===== config.mk =====
export PLATFORM = sky130hd
export DESIGN_NAME = seq_gen_sreg
export DESIGN_NICKNAME = d
export VERILOG_FILES = /design/src/rtl/seq_gen_sreg.sv
export SDC_FILE = /design/constraint.sdc
export NUM_CORES = 1
export LEC_CHECK = 0
export BUFFER_PORTS_ARGS = -buffer_cell sky130_fd_sc_hd__buf_2
export CAP_MARGIN = 20
export CORE_MARGIN = 1
export CORE_UTILIZATION = 55
export DETAILED_ROUTE_END_ITERATION = 16
export PLACE_DENSITY = 0.8
export RECOVER_POWER = 50
export SLEW_MARGIN = 20
export SYNTH_ARGS = -nofsm -noshare
export SYNTH_HDL_FRONTEND = slang
export SYNTH_SLANG_ARGS = --single-unit

===== constraint.sdc =====
create_clock -name clk -period 3.1 [get_ports clk]
set_input_delay 0.31 -clock clk [delete_from_list [all_inputs] [get_ports clk]]
set_output_delay 0.31 -clock clk [all_outputs]
set_load 0.005 [all_outputs]

===== src/rtl/seq_gen_sreg.sv =====
// rtl/seq_gen_sreg.sv - serial pattern generator with 6-bit transmit history; optional parity slot via SEQ_GEN_PARITY_EN
module seq_gen_sreg #(
    parameter int MAX_LEN = 32,
    parameter int PTR_W   = 6
) (
    input  logic               clk,
    input  logic               rst,
    input  logic               load,
    input  logic [MAX_LEN-1:0] pat,
    input  logic [PTR_W-1:0]   len,
    input  logic               start,
    input  logic               stop,
    input  logic               repeat_en,
    output logic               dout,
    output logic               dvalid,
    output logic               busy,
    output logic               done,
    output logic [PTR_W-1:0]   ptr,
    output logic               par_flag,
    output logic [5:0]         sreg6
);
    localparam logic [PTR_W-1:0] LP_MAX_LEN = PTR_W'(MAX_LEN);

`ifdef SEQ_GEN_PARITY_EN
    typedef enum logic [1:0] {S_IDLE, S_RUN, S_PAR} state_t;
`else
    typedef enum logic {S_IDLE, S_RUN} state_t;
`endif

    state_t             r_state;
    state_t             w_state_nx;
    logic [MAX_LEN-1:0] r_pat;
    logic [MAX_LEN-1:0] w_pat_nx;
    logic [PTR_W-1:0]   r_len;
    logic [PTR_W-1:0]   w_len_nx;
    logic [PTR_W-1:0]   r_ptr;
    logic [PTR_W-1:0]   w_ptr_nx;
    logic [PTR_W-1:0]   w_len_in;
    logic [PTR_W-1:0]   w_len_last;
    logic               r_dout;
    logic               w_dout_nx;
    logic               r_dvalid;
    logic               r_busy;
    logic               r_done;
    logic               w_done_nx;
    logic               r_par_flag;
    logic               w_par_flag_nx;
    logic [5:0]         r_sreg6;

    assign w_len_in   = (len > LP_MAX_LEN) ? LP_MAX_LEN : len;
    assign w_len_last = r_len - PTR_W'(1);

`ifdef SEQ_GEN_PARITY_EN
    logic w_parity;

    // Even parity over the active part of the held pattern
    always_comb begin
        w_parity = 1'b0;
        for (int i = 0; i < MAX_LEN; i++) begin
            if (PTR_W'(i) < r_len) begin
                w_parity = w_parity ^ r_pat[i];
            end
        end
    end
`endif

    // Next-state, pointer and next-output decode
    always_comb begin
        w_state_nx    = r_state;
        w_pat_nx      = r_pat;
        w_len_nx      = r_len;
        w_ptr_nx      = r_ptr;
        w_done_nx     = 1'b0;
        w_dout_nx     = 1'b0;
        w_par_flag_nx = 1'b0;
        case (r_state)
            S_IDLE: begin
                w_ptr_nx = '0;
                if (load) begin
                    w_pat_nx = pat;
                    w_len_nx = w_len_in;
                end
                if (start && (w_len_nx != '0)) begin
                    w_state_nx = S_RUN;
                end
            end
            S_RUN: begin
                if (stop) begin
                    w_state_nx = S_IDLE;
                    w_ptr_nx   = '0;
                end else if (r_ptr == w_len_last) begin
`ifdef SEQ_GEN_PARITY_EN
                    w_state_nx = S_PAR;
`else
                    w_ptr_nx = '0;
                    if (!repeat_en) begin
                        w_state_nx = S_IDLE;
                        w_done_nx  = 1'b1;
                    end
`endif
                end else begin
                    w_ptr_nx = r_ptr + PTR_W'(1);
                end
            end
`ifdef SEQ_GEN_PARITY_EN
            S_PAR: begin
                w_ptr_nx = '0;
                if (stop) begin
                    w_state_nx = S_IDLE;
                end else if (repeat_en) begin
                    w_state_nx = S_RUN;
                end else begin
                    w_state_nx = S_IDLE;
                    w_done_nx  = 1'b1;
                end
            end
`endif
            default: begin
                w_state_nx = S_IDLE;
                w_ptr_nx   = '0;
            end
        endcase

        // Outputs are registered, so the bit for the next cycle is picked from next-state values
        if (w_state_nx == S_RUN) begin
            for (int i = 0; i < MAX_LEN; i++) begin
                if (PTR_W'(i) == w_ptr_nx) begin
                    w_dout_nx = w_pat_nx[i];
                end
            end
        end
`ifdef SEQ_GEN_PARITY_EN
        if (w_state_nx == S_PAR) begin
            w_dout_nx     = w_parity;
            w_par_flag_nx = 1'b1;
        end
`endif
    end

    // State, pattern and registered output update
    always_ff @(posedge clk) begin
        if (rst) begin
            r_state    <= S_IDLE;
            r_pat      <= '0;
            r_len      <= '0;
            r_ptr      <= '0;
            r_dout     <= 1'b0;
            r_dvalid   <= 1'b0;
            r_busy     <= 1'b0;
            r_done     <= 1'b0;
            r_par_flag <= 1'b0;
        end else begin
            r_state    <= w_state_nx;
            r_pat      <= w_pat_nx;
            r_len      <= w_len_nx;
            r_ptr      <= w_ptr_nx;
            r_dout     <= w_dout_nx;
            r_dvalid   <= (w_state_nx != S_IDLE);
            r_busy     <= (w_state_nx != S_IDLE);
            r_done     <= w_done_nx;
            r_par_flag <= w_par_flag_nx;
        end
    end

    // History of transmitted bits, newest in bit 0; frozen while idle
    always_ff @(posedge clk) begin
        if (rst) begin
            r_sreg6 <= '0;
        end else if (r_dvalid) begin
            r_sreg6 <= {r_sreg6[4:0], r_dout};
        end
    end

    assign dout     = r_dout;
    assign dvalid   = r_dvalid;
    assign busy     = r_busy;
    assign done     = r_done;
    assign ptr      = r_ptr;
    assign par_flag = r_par_flag;
    assign sreg6    = r_sreg6;

endmodule


# After elaboration in Yosys (flattened, before gate mapping)
# Cells that the tools add are included.
# W data, S select, Z words.
dict set report word_totals {
  regBits 53
  latch_bits 0
  mem_bits_rw 0
  mem_bits_ro 0
  inputBits 44
  out_inout_bits 17
  word_cells 96
  n_memories 0
}
dict set report classes {
  addsub 2
  mul 0
  div 0
  order_cmp 1
  eq_ne 32
  shifts 0
  mux 46
  bitwise 3
  reduce_logical 5
}
# operator n
set op_table {}
lappend op_table {{$eq A5 B6 Y1 const A} 16}
lappend op_table {{$mux W32} 2}
lappend op_table {{$eq A4 B6 Y1 const A} 8}
lappend op_table {{$mux W1} 37}
lappend op_table {{$mux W6} 5}
lappend op_table {{$eq A3 B6 Y1 const A} 4}
lappend op_table {{$eq A2 B6 Y1 const A} 2}
lappend op_table {{$pmux W6 S2} 1}
lappend op_table {{$add A6 B1 Y6 const B} 1}
lappend op_table {{$eq A1 B6 Y1 const A} 1}
lappend op_table {{$eq A6 B6 Y1} 1}
lappend op_table {{$gt A6 B6 Y1 const B} 1}
lappend op_table {{$logic_not A6 Y1} 1}
lappend op_table {{$reduce_bool A6 Y1} 1}
lappend op_table {{$sub A6 B1 Y6 const B} 1}
lappend op_table {{$reduce_or A4 Y1} 1}
lappend op_table {{$not A1 Y1} 3}
lappend op_table {{$pmux W1 S2} 1}
lappend op_table {{$reduce_or A2 Y1} 1}
lappend op_table {{$logic_and A1 B1 Y1} 1}

# Logic depth before layout (Yosys ltp)
# Gate-level depths: netlist of run 1.
dict set report logic_depth {
  ltp_word 38
  depth_mapped 12
  ltp_nobuf 11
}

# Worst setup path after synthesis of run 1
# Ideal clock, no wire load.
dict set report synth_path {
  kind {register -> register}
  from {register r_len[0]}
  to {register r_dout (netlist: dout)}
  setup_ps 120
  arrival_time_ps 2304
  t_required_ps 2980
  setup_slack_ps 676
  stages_incl_launch_ff 13
  n_path_buf 1
  period_less_slack_ps 2424
  cell_sequence {dfxtp_1 inv_1 ha_1 xnor2_1 a211oi_1 o211ai_1 or2_1 buf_6 nand3_2 nor3_1 nor4_2 o32ai_1 a211o_1}
}
dict set report synth_via {
  elab_chain_cells 38
  elab_cells_between_ends 79
  cone_classes {1 x add/sub; 32 x eq/ne; 41 x mux; 1 x bitwise; 4 x reduce/logical}
}
# element line
set synth_rtl {}
lappend synth_rtl {{start: declaration} 34} ;# logic [PTR_W-1:0] r_len;
lappend synth_rtl {{start signal: assignment} 155} ;# r_len <= w_len_nx;
lappend synth_rtl {{$sub A6 B1 Y6} 51} ;# assign w_len_last = r_len - PTR_W'(1);
lappend synth_rtl {{$eq A6 B6 Y1} 91} ;# end else if (r_ptr == w_len_last) begin
lappend synth_rtl {{$mux W6} 91}
lappend synth_rtl {{$mux W6} 88} ;# if (stop) begin
lappend synth_rtl {{$pmux W6 S2} 76} ;# case (r_state)
lappend synth_rtl {{$logic_not A6 Y1} 127} ;# if (PTR_W'(i) == w_ptr_nx) begin
lappend synth_rtl {{$mux W1 (32 in a row)} 127}
lappend synth_rtl {{end signal: assignment} 157} ;# r_dout <= w_dout_nx;
lappend synth_rtl {{end: declaration} 40} ;# logic r_dout;
# Parallel ways exist; a longest one is shown, timed or not. The select of a mux whose other input is x is not followed.
# A chain may end at the register's enable or synchronous reset.

# Worst setup path after layout of run 1
# Same ends and word-level chain as after synthesis.

==> results by group, run 1 <==
Status
  – Status: completed

Route
  – 1st-pass router iterations: 4
  – Vias/cell: approximately 5.7
  – Post-Route WL: between 6000 and 7000 um
  – DRT iter0 DRCs: 218
  – Routed len/inst: 14.9 um
  – Post-route ant nets: 0
  – DRC Markers: 0
  – Vias: about 2,600

Logic synthesis
  – Sequential area share after synthesis: 0.368
  – #FFs+latches synth: 53
  – Yosys warns: 0
  – Main synth FF type: dfxtp_1
  – Post-synth EDFFs: 0
  – Mapped Nets: slightly below 400
  – Unique masters post-synth: 61
  – Asr flop ratio synth: 0
  – Mean Syn Cell Area: between 8 and 9 um2
  – Syn Std Cell Area: between 2000 and 3000 um2
  – Synthesized instance count: approximately 340

CTS
  – Clk buf depth: 2
  – CTS Sinks: between 50 and 60
  – TritonCTS buffer count: 5
  – CTS tree: done
  – H-tree levels: 2
  – CTS Root Cell: clkbuf_8
  – Hold bufs inserted after CTS: 0
  – Clock-pin slew on the worst setup and hold paths: around 100 ps
  – Skew-Pair Late Insertion Delay: between 300 and 400 ps
  – Post-CTS sizing: 0
  – Post-CTS Setup Repair Bufs: 0

Critical path
  – Critical path, cell by cell: inv_1 > ha_1 > xnor2_1 > a211oi_1 > o211ai_1 > o21ai_4 > nor2_1 > o311ai_0 > a2111oi_2 > a211o_1
  – Worst Setup End Kind: flip-flop
  – CP peak stage delay: about 460 ps
  – Worst setup SP type: flip-flop
  – Family with the most delay on the worst path: compound AO/OA/AOI/OAI gates
  – Critical Path RT: 3310 ps
  – Crit path DAT: around 3000 ps
  – Worst setup path class: reg -> reg
  – Buf+Inv Stages, Crit Path: 1
  – Slowest cell on the critical path: o21ai_4
  – R2R cell count: 10
  – Critical path peak fanout: 17
  – Crit path depth: 10

Timing
  – Setup TNS: 0 ps
  – Worst slew margin: 0.543
  – Tmin final: roughly 2800 ps
  – Final Skew: about 7.5 ps
  – Pins Over Slew Limit: 0
  – Worst-margin pin slew: about 680 ps
  – Final period utilization: 0.897
  – Fmax: approximately 0.36 GHz
  – # setup viols final: 0
  – Unrepaired setup endpoints after global routing: no
  – Final Hold Vio Count: 0

Global routing
  – Initial antenna violation count: 0
  – Vias in the first global route: approximately 2,300
  – Total track usage: 0.262
  – First-pass GRT wire length: ~11,000 um
  – Largest net degree at the start of global routing: 53
  – GR Overflow Total: 0

Power
  – Pwr per Cell Area: approximately 440 nW/um2
  – Leakage power: 1.30 nW
  – Peak supply drop: ~0.00034 V
  – Final Power: 1.46 mW

Floorplanning
  – FP Rows: 25
  – Core area: just under 5000 um2
  – Die X: 74.4 um
  – Die area: ~5500 um2
  – Die Span Y: ~74 um
  – IO Count: 61
  – Starting Density: 0.591

Place
  – Placed cell area: 3240 um2
  – Detailed placement HPWL: just under 5000 um
  – GPL Wtd Cong: between 0.8 and 0.9
  – PortBufs: just under 60

Final layout
  – Ant diodes: 0
  – Post-route cell area: around 3300 um2
  – Area grow syn2layout: 15.9%
  – Layout Nets: 434
  – Layout cell share with drive strength beyond 1: 0.226
  – Filler instances: 437
  – FF+latch area: about 1100 um2
  – Fin util: 0.685
  – Multi-input gate area: about 1700 um2

Hold path
  – Worst Hold Class: in -> reg
  – Worst hold stages: 2

Job
  – Max Cap Viol: 0
[worst paths after layout]
check                                      startpoint                   end  slack, ps
worst max register to register  r_len[0]$_SDFFE_PP0N_       dout$_SDFF_PP0_        320
worst min-delay path                        repeat_en       done$_SDFF_PP0_        180
worst min register to register   r_pat[21]$_SDFF_PP0_  r_pat[21]$_SDFF_PP0_        470
worst max-delay path            r_len[0]$_SDFFE_PP0N_       dout$_SDFF_PP0_        320
[registers in the layout, indices dropped and copies added (netlist names)]
name,count
busy,1
done,1
dout,1
ptr,6
r_len,6
r_pat,32
sreg6,6
[cell usage in the layout, fill, tap and decap left out, types with 2 or more instances in the layout]
cell type / instances
nand2b_1: 4
dfxtp_1: 53
mux2i_1: 38
o21ai_1: 2
a21oi_1: 17
buf_4: 10
o211ai_1: 2
ha_1: 2
a211o_1: 2
nand3_2: 2
a211oi_1: 3
nand3b_1: 7
nor2_1: 48
or3_1: 2
o21ai_0: 5
clkbuf_1: 7
nor4_1: 2
xnor2_1: 11
a21o_1: 2
nor2b_1: 6
nor3_1: 12
o311ai_0: 4
buf_2: 52
a31oi_1: 3
clkbuf_8: 6
nand3_1: 6
nand2_1: 36
clkbuf_2: 2
nor3b_1: 2
nand4_1: 2
xor2_1: 2
inv_1: 4
[cell type report]
type | count | share of cell area
inverter | 4 | 0.00449
clock inverter | 2 | 0.0112
tap | 67 | 0.0251
multi-input combinational | 252 | 0.500
sequential | 53 | 0.317
clock buffer | 6 | 0.0247
timing repair buffer | 72 | 0.117
[per-stage QoR]
stage                     hold slack, ps  instances  worst slack, ps
final                                178        456              320
after floorplan                      387        339              676
after CTS                            174        456              337
after global routing                 176        456             84.1
after global placement               447        448              432
after detailed placement             457        448              378
[cells in the mapped netlist (3+ instances only)]
master / instances / area share
a211oi_1: 3 / 0.0078
a21oi_1: 17 / 0.030
a31oi_1: 3 / 0.0065
buf_2: 9 / 0.016
buf_4: 3 / 0.0078
clkbuf_1: 16 / 0.021
dfxtp_1: 53 / 0.37
inv_1: 4 / 0.0052
mux2i_1: 38 / 0.13
nand2_1: 36 / 0.047
nand2b_1: 4 / 0.0087
nand3_1: 6 / 0.010
nand3b_1: 7 / 0.018
nor2_1: 48 / 0.062
nor2b_1: 7 / 0.015
nor3_1: 12 / 0.021
o21ai_0: 5 / 0.0087
o311ai_0: 4 / 0.012
xnor2_1: 11 / 0.033
[worst register-to-register path: stages, from the launching register on]
cell       delay [ps]
dfxtp_1           400
inv_1              60
ha_1              300
xnor2_1           130
a211oi_1          220
o211ai_1          210
o21ai_4           460
nor2_1            100
o311ai_0          400
a2111oi_2         130
a211o_1           280
[where the power goes]
group          total (mW)  internal, mW  switching (mW)  leakage [nW]
Clock               0.493         0.263           0.231        0.0574
Sequential          0.729         0.714          0.0151         0.434
Combinational       0.239         0.108           0.131         0.813
[cell families after synthesis]
logic type               after synthesis  share of synthesized area
XOR/XNOR                              13                     0.0395
multiplexers                          39                      0.140
buffers and inverters                 34                     0.0551
adder cells (fa/ha/maj)                2                    0.00868
other                                  1                    0.00130
AND/OR/NAND/NOR                      140                      0.244
flip-flops                            53                      0.368
AO/OA/AOI/OAI                         57                      0.144
[layer usage]
metal | wire length [um] | track usage | vias up
li1 | - | - | 1279
met1 | 3180 | 0.351 | 1201
met2 | 3180 | 0.434 | 104
met3 | 375 | 0.0474 | 8
met4 | 72 | 0.0671 | 0
met5 | 0 | 0 | -
Note: power is estimated with default switching activity, not from simulation.
==> run 2, diff against run 1 <==
--- a/config.mk
+++ b/config.mk
@@ -5,7 +5,7 @@
 export SDC_FILE = /design/constraint.sdc
 export NUM_CORES = 1
 export LEC_CHECK = 0
-export BUFFER_PORTS_ARGS = -buffer_cell sky130_fd_sc_hd__buf_2
+export BUFFER_PORTS_ARGS = -buffer_cell sky130_fd_sc_hd__buf_4
 export CAP_MARGIN = 20
 export CORE_MARGIN = 1
 export CORE_UTILIZATION = 55
==> run 2 against run 1 <==
Effect of this change: register-to-register slack worse by 99 ps; non-clock buffer count fell by 1; clock skew about the same; design area is 3.9% higher; clock power decreased by 2%; sequential share of layout area decreased by 1.2 points; power increased by 0.26%; wire length grew 2.9%; count of clock-buffer cells in the layout is 1 higher; critical path type unchanged; largest cell class unchanged.
==> results by group, run 2 (synthesis gave the netlist of run 1 again) <==
Status
  – Status: completed

Timing
  – Tmin final: 2880 ps (+99.1 ps)
  – Final period utilization: 0.929 (+0.0320)
  – Fmax: 0.347 GHz (-3.4%)
  – Worst-margin pin slew: 715 ps (+36.9 ps)
  – Setup TNS: 0 ps (unchanged)
  – Minimum hold slack: 175 ps (-2.36 ps)
  – Worst slew margin: 0.518 (-0.0249)
  – # setup viols final: 0 (unchanged)
  – Unrepaired setup endpoints after global routing: no
  – Final Hold Vio Count: 0 (unchanged)
  – Pins Over Slew Limit: 0 (unchanged)
  – Final Skew: 7.00 ps (-0.469 ps)

CTS
  – CTS Sinks: 53 (unchanged)
  – TritonCTS buffer count: 5 (unchanged)
  – H-tree levels: 2 (unchanged)
  – Hold bufs inserted after CTS: 0 (unchanged)
  – Post-CTS Setup Repair Bufs: 0 (unchanged)
  – Clock-pin slew on the worst setup and hold paths: 90 ps (about the same)
  – Skew-Pair Late Insertion Delay: 300 ps (about the same)
  – CTS tree: done
  – CTS Root Cell: clkbuf_8
  – Post-CTS sizing: 0 (unchanged)
  – Clk buf depth: 2 (unchanged)

Global routing
  – First-pass GRT wire length: 11,400 um (+3.3%)
  – Vias in the first global route: 2,400 (+3.0%)
  – Total track usage: 0.271 (+0.00877)
  – GR Overflow Total: 0 (unchanged)
  – Largest net degree at the start of global routing: 53 (unchanged)
  – Initial antenna violation count: 0 (unchanged)

Final layout
  – Layout cell share with drive strength beyond 1: 0.235 (+0.00832)
  – Most frequent cells in the layout: buf_4, dfxtp_1, nor2_1
  – Most common cell after layout, fill and taps aside: buf_4
  – Max reg flops: 32 (unchanged)
  – Ant diodes: 0 (unchanged)
  – Area grow syn2layout: 20.4%
  – Layout Nets: 433 (-0.23%)
  – Filler instances: 416 (-4.8%)
  – Largest reg by FF count: r_pat
  – Finished Layout Cells: 455 (-0.22%)

Floorplanning
  – FP Rows: 25 (unchanged)
  – Die Span Y: 74.4 um (unchanged)
  – Core area: 4880 um2 (unchanged)
  – Die area: 5530 um2 (unchanged)
  – Starting Density: 0.591 (unchanged)
  – Die X: 74.4 um (unchanged)
  – IO Count: 61 (unchanged)

Power
  – Pwr per Cell Area: 422 nW/um2 (-3.5%)
  – Final Power: 1.47 mW (+0.26%)
  – Peak supply drop: 0.000393 V (+15%)
  – Leakage power: 1.35 nW (+3.3%)

Route
  – Post-Route WL: 6990 um (+2.9%)
  – Vias: 2,609 (+0.66%)
  – DRT iter0 DRCs: 217 (-0.46%)
  – DRC Markers: 0 (unchanged)
  – Post-route ant nets: 0 (unchanged)
  – Routed len/inst: 15.4 um (+3.1%)
  – 1st-pass router iterations: 4 (unchanged)
  – Vias/cell: 5.73 (+0.88%)

Critical path
  – Critical Path RT: 3300 ps (about the same)
  – Worst setup path class: reg -> reg
  – Worst Setup SP: r_len[0]$_SDFFE_PP0N_
  – Critical path peak fanout: 17 (unchanged)
  – Worst r2r src: r_len[0]$_SDFFE_PP0N_
  – R2R cell count: 10 (unchanged)
  – R2r setup slk: 220 ps (-100 ps)
  – Worst setup SP type: flip-flop
  – Worst R2R End: dout$_SDFF_PP0_
  – Worst Setup End Kind: flip-flop
  – Crit path DAT: 3070 ps (+80 ps)
  – Worst Setup EP: dout$_SDFF_PP0_

Hold path
  – Worst hold stages: 2 (unchanged)
  – Worst Hold Class: in -> reg

Place
  – Cells after DPL: 447 (-0.22%)
  – GPL Wtd Cong: 0.930 (+10%)
  – Detailed placement HPWL: 5110 um (+6.0%)
  – PortBufs: 59 (unchanged)

Job
  – Max Cap Viol: 0 (unchanged)
-- run 2: cell types whose count changed in the layout (fill, tap and decap cells not counted), sizes merged --
cell      delta
buf          -8
clkinvlp     -1
clkbuf       +8
-- run 2: layout make-up --
cell class | count | area, um2 | area share
inverter | 4 | 15.0 | 0.00432
clock inverter | 1 | 30.0 | 0.00865
multi-input combinational | 252 | 1670 | 0.481
timing repair buffer | 71 | 526 | 0.151
sequential | 53 | 1060 | 0.306
clock buffer | 7 | 86.3 | 0.0249
tap | 67 | 83.8 | 0.0241
-- run 2: worst min-delay path by stage --
stage | start | endpoint | slack [ps]
2_1_floorplan | repeat_en | done$_SDFF_PP0_ | 390
4_1_cts | repeat_en | done$_SDFF_PP0_ | 180
6_report | repeat_en | done$_SDFF_PP0_ | 180
3_3_place_gp | r_pat[21]$_SDFF_PP0_ | r_pat[21]$_SDFF_PP0_ | 450
3_5_place_dp | r_pat[25]$_SDFF_PP0_ | r_pat[25]$_SDFF_PP0_ | 460
5_1_grt | repeat_en | done$_SDFF_PP0_ | 180
-- run 2: critical path: stages (launching register included) --
cell,delay (ps)
dfxtp_1,400
inv_1,60
ha_1,300
xnor2_1,130
a211oi_1,240
o211ai_1,200
o21ai_4,440
nor2_1,100
o311ai_0,440
a2111oi_2,150
a211o_1,290
-- run 2: power by group --
group          internal (mW)  leakage [nW]  total, mW  switching (mW)
combinational          0.121         0.856      0.253           0.132
clock                  0.263        0.0585      0.482           0.218
sequential             0.714         0.434      0.731          0.0162
total                   1.10          1.35       1.47           0.367
-- run 2: routing by layer --
| layer | wire [um] | vias to the layer above | GRT usage |
|---|---|---|---|
| met3 | 291 | 17 | 0.0420 |
| met5 | 0 | - | 0 |
| li1 | - | 1279 | - |
| met4 | 116 | 0 | 0.0755 |
| met1 | 3110 | 1231 | 0.364 |
| met2 | 3480 | 82 | 0.450 |
-- run 2: stage by stage --
stage               utilization  setup WS (ps)  instance area, um2
floorplan                     -            676                2880
global placement          0.689            468                3360
detailed placement        0.689            346                3360
CTS                       0.713            235                3480
global route              0.712           78.5                3470
finish                    0.712            221                3470
